`src/rtl/counter_ctrl.sv`:
```
// Run sequencer for the counter datapath: arms (clears) the counter, enables it up to a
// latched terminal count, and supports one-shot, auto-reload and abort.
module counter_ctrl #(
    parameter int unsigned WIDTH = 4,
    parameter int unsigned WRAPW = 8
) (
    input  logic             clock,
    input  logic             clear,
    input  logic             start,
    input  logic             stop,
    input  logic             mode,
    input  logic [WIDTH-1:0] limit,
    output logic             cnt_en,
    output logic             cnt_clr,
    output logic [WIDTH-1:0] count,
    output logic             tc,
    output logic             busy,
    output logic             done,
    output logic             err,
    output logic [WRAPW-1:0] wraps,
    output logic [1:0]       state
);

    typedef enum logic [1:0] {
        IDLE = 2'b00,
        ARM  = 2'b01,
        RUN  = 2'b10,
        DONE = 2'b11
    } state_e;

    state_e           state_q;
    logic [WIDTH-1:0] count_q;
    logic [WIDTH-1:0] count_d;
    logic [WIDTH-1:0] limit_q;
    logic             mode_q;
    logic [WRAPW-1:0] wraps_q;
    logic [WRAPW-1:0] wraps_d;
    logic             err_q;
    logic             tc_c;

    // Terminal count is decoded from registered state only, so it is glitch-free per cycle.
    assign tc_c = (state_q == RUN) && (count_q == limit_q);

    // Increment and saturating-wrap values for the RUN datapath.
    always_comb begin
        count_d = count_q + WIDTH'(1);
        wraps_d = wraps_q;
        if (wraps_q != {WRAPW{1'b1}}) begin
            wraps_d = wraps_q + WRAPW'(1);
        end
    end

    // Control FSM and datapath registers; clear overrides every state.
    always_ff @(posedge clock) begin
        if (clear) begin
            state_q <= IDLE;
            count_q <= '0;
            limit_q <= '0;
            mode_q  <= 1'b0;
            wraps_q <= '0;
            err_q   <= 1'b0;
        end else begin
            err_q <= 1'b0;
            case (state_q)
                IDLE: begin
                    if (start) begin
                        if (limit != '0) begin
                            state_q <= ARM;
                            limit_q <= limit;
                            mode_q  <= mode;
                            count_q <= '0;
                            wraps_q <= '0;
                        end else begin
                            err_q <= 1'b1;
                        end
                    end
                end
                ARM: begin
                    state_q <= stop ? IDLE : RUN;
                end
                RUN: begin
                    if (stop) begin
                        state_q <= IDLE;
                    end else if (tc_c) begin
                        if (mode_q) begin
                            count_q <= '0;
                            wraps_q <= wraps_d;
                        end else begin
                            state_q <= DONE;
                        end
                    end else begin
                        count_q <= count_d;
                    end
                end
                DONE: begin
                    state_q <= IDLE;
                end
                default: begin
                    state_q <= IDLE;
                end
            endcase
        end
    end

    assign cnt_en  = (state_q == RUN);
    assign cnt_clr = (state_q == ARM);
    assign busy    = (state_q == ARM) || (state_q == RUN);
    assign done    = (state_q == DONE);
    assign tc      = tc_c;
    assign err     = err_q;
    assign count   = count_q;
    assign wraps   = wraps_q;
    assign state   = state_q;

endmodule
```
`config.mk`:
```
export PLATFORM = sky130hd
export DESIGN_NAME = counter_ctrl
export DESIGN_NICKNAME = d
export VERILOG_FILES = /design/src/rtl/counter_ctrl.sv
export SDC_FILE = /design/constraint.sdc
export NUM_CORES = 1
export LEC_CHECK = 0
export BUFFER_PORTS_ARGS = -buffer_cell sky130_fd_sc_hd__buf_2
export CORE_ASPECT_RATIO = 0.75
export CORE_UTILIZATION = 46
export DETAILED_ROUTE_END_ITERATION = 10
export PLACE_DENSITY = 0.79
export SETUP_SLACK_MARGIN = 0.05
export SLEW_MARGIN = 20
export SYNTH_ARGS = -nofsm -noshare
export SYNTH_HDL_FRONTEND = slang
export SYNTH_SLANG_ARGS = --single-unit
```
`constraint.sdc`:
```
create_clock -name clock -period 1.8 [get_ports clock]
set_input_delay 0.18 -clock clock [delete_from_list [all_inputs] [get_ports clock]]
set_output_delay 0.18 -clock clock [all_outputs]
set_load 0.03 [all_outputs]
```
==> results.md <==
- Diodes inserted: 0
- Post-synthesis cell area: 1190 µm²
- Status: finished with violations
- Setup crit start: count[0]
- Area of placed instances: 1420 µm²
- Arr. time, crit path: 2.13 ns
- Fin crit period: 1.88 ns
- Initial antenna violation count: 0
- Setup crit end: count[1]
- CTS Root Buffer Type: clkbuf_4
- Internal: 0.000691 W
- Combinational share of power: 32.7%
- Max VDD drop: 0.501 mV
- Fraction of the mapped netlist area in compound gates: 20.0%
- Post-synthesis simple-gate area fraction: 29.9%
- Syn nets: 150
- Sequential cell fraction of total power: 44.6%
- Sw frac: 35.1%
- Ports: 29
- Vias in the first global route: 1070
- Starting Density: 50.3%
- Switch Pwr: 0.000374 W
- DRT Wirelength: 3280 µm
- Syn Area/Cell: 8.88 µm²
- Hold Crit Depth: 3
- RePlAce Congestion: 0.882
- Row count: 15
- Seq/Total Area, Yosys: 33.6%
- CTS tree: yes
- Async S/R FF share, synth: 0%
- Via count: 1246
- Longest Clk Path Bufs: 2
- Hpwl dp: 2150 µm
- Fmax: 532 MHz
- R2r endpoint: count[1]
- Area Overhead vs Synth: 42.7%
- Clock share of power: 22.7%
- Largest family of logic cells by synthesized area: simple AND/OR/NAND/NOR gates
- GR Util All Layers: 25.7%
- Setup TNS: -0.542 ns
- Wirelength per Cell: 15.6 µm
- Clock skew: 0.0105 ns
- Max-cap viol count: 0
- Crit share post-route: 104%
- Die X: 60.7 µm
- EDFF count, synth: 0
- Flop2flop setup slack: -0.08 ns
- # setup viols final: 9
- Fin worst setup slack: -0.0786 ns
- Power Density: 627 nW/µm²
- # fillers: 186
- Unique cell type count in the Yosys netlist: 44
- Residual DRC: 0
- Slew @ Worst Pin: 0.564 ns
- Most frequent cells in the layout: buf_2 (27), buf_4 (12), nor2_1 (11), nand2_1 (11), dfxtp_1 (10)
- Finished Cell Area: 1700 µm²
- Min-delay worst type: primary input to register
- Multi-input gate area: 903 µm²
- Worst skew pair latency: 0.32 ns
- Failing checks: setup timing
- Via-to-Cell Ratio: 5.91
- Largest net degree at the start of global routing: 21
- Crit path max fanout: 4
- ANT nets after route: 0
- # clock sinks: 20
- Synth Area in Adders: 7.36%
- Post-synthesis mux area share: 3.36%
- Reg clk slew, reported paths: 0.12 ns
- Slew Viols, Final: 0
- Final net count: 194
- First-pass GRT wire length: 5060 µm
- 1st-iter DRT viols: 86
- Commonest non-fill, non-tap cell in the layout: buf_2
- RSZ-0062 raised after global routing: true
- Critical path class: register to register
- Worst path required time: 2.05 ns
- CP Launch Type: register
- Slew margin rel.: 62.2%
- Leakage: 0.681 nW
- Final hold vios: 0
- Drt pass-1 iters: 4
- Worst R2R Path Depth: 6
- Yosys warns: 0
- Share of cells above drive strength 1: 47.5%
- GRT Residual Overflow: 0
- Htree depth: 1
- Die H: 46.0 µm
- Main synth FF type: dfxtp_1
- Sequential cell area: 425 µm²
- Post-Synth XOR/XNOR Area: 2.94%
- Die area: 2800 µm²
- Crit path capture type: register
- Synth Instances: 134
- Core Area: 2360 µm²
- PortBufs: 28
- Total CTS buffers: 3
- FF-to-FF Start: count[0]
- #FFs+latches synth: 20
- # hold bufs at CTS: 0
## power by group through the flow
stage | logic, W | clock network [W] | registers, W
after global placement | 0.000246 | 0 | 0.000480
after floorplan | 0.000175 | 0 | 0.000486
after detailed placement | 0.000254 | 0 | 0.000482
after CTS | 0.000289 | 0.000250 | 0.000472
final | 0.000349 | 0.000242 | 0.000475
after global routing | 0.000368 | 0.000264 | 0.000477
## through the flow
stage          power [W]  hold WS [ns]  std cells  utilization (%)  worst slack, ns
4_1_cts          0.00101        0.0865        207             65.7          -0.0842
3_3_place_gp    0.000726         0.434        198             60.2           0.0928
5_1_grt          0.00111         0.121        211             71.8           -0.157
6_report         0.00106        0.0985        211             71.8          -0.0786
2_1_floorplan   0.000661         0.322        134                -          -0.0162
3_5_place_dp    0.000736         0.433        198             60.2          -0.0146
## cell type report
type | count | area share [%]
multi-input combinational | 107 | 53.2
inverter | 3 | 0.737
timing repair buffer | 43 | 16.9
sequential | 20 | 25.1
clock buffer | 4 | 1.55
tap | 34 | 2.51
## timing repair
action | CTS | global route
endpoints found under the setup margin | 9 | 11
cloned | 0 | 0
pin swaps | 8 | 13
buffers inserted | 5 | 4
resized for setup | 16 | 17
## cells by family after synthesis
logic type | Yosys count
AOI/OAI and AO/OA | 31
xor gates and xnor gates | 4
adders and majority gates | 7
buffers and inverters | 7
DFF | 20
muxes | 4
and+or+nand+nor | 61
## how the worst min path moves through the flow
stage,from,end,slack (ns)
finish,mode,mode_q,0.1
global route,mode,mode_q,0.12
CTS,mode,mode_q,0.09
detailed placement,mode,mode_q,0.43
global placement,mode,mode_q,0.43
floorplan,start,err,0.32
## worst max-delay path, stage by stage (launching register included)
cell	delay (ns)
dfxtp_4	0.38
xor2_4	0.19
or4_4	0.57
buf_6	0.16
o31ai_4	0.26
nand2_1	0.11
a21oi_2	0.14
## registers in the layout (all words and copies together) (netlist names)
signal   count
err          1
state        2
limit_q      4
mode_q       1
count        4
wraps        8
## cells in the mapped netlist (2+ instances only)
master    count  area share, %
a21oi_1       7            2.9
a31oi_1       5            2.6
and3_1        3            1.6
clkbuf_1      3           0.95
dfxtp_1      20             34
ha_1          7            7.4
inv_1         2           0.63
mux2i_1       4            3.4
nand2_1      12            3.8
nand2b_1      3            1.6
nand3_1       8            3.4
nand3b_1      3            1.9
nand4_1       5            2.6
nand4b_1      2            1.5
nor2_1       12            3.8
nor2b_1       2            1.1
o21ai_0       2           0.84
o21ai_1       2           0.84
o311ai_1      2            1.5
o31ai_1       2            1.3
or4_1         2            1.3
xor2_1        4            2.9
## routing by layer
metal	vias to the layer above	routed length (µm)	track usage [%]	share of wire, %
met2	62	1590	42.9	48
met5	-	0	0	0
li1	584	-	-	-
met1	593	1400	32.1	43
met4	0	51	8.18	1.6
met3	7	241	7.39	7.3
Note: power is estimated with default switching activity, not from simulation.
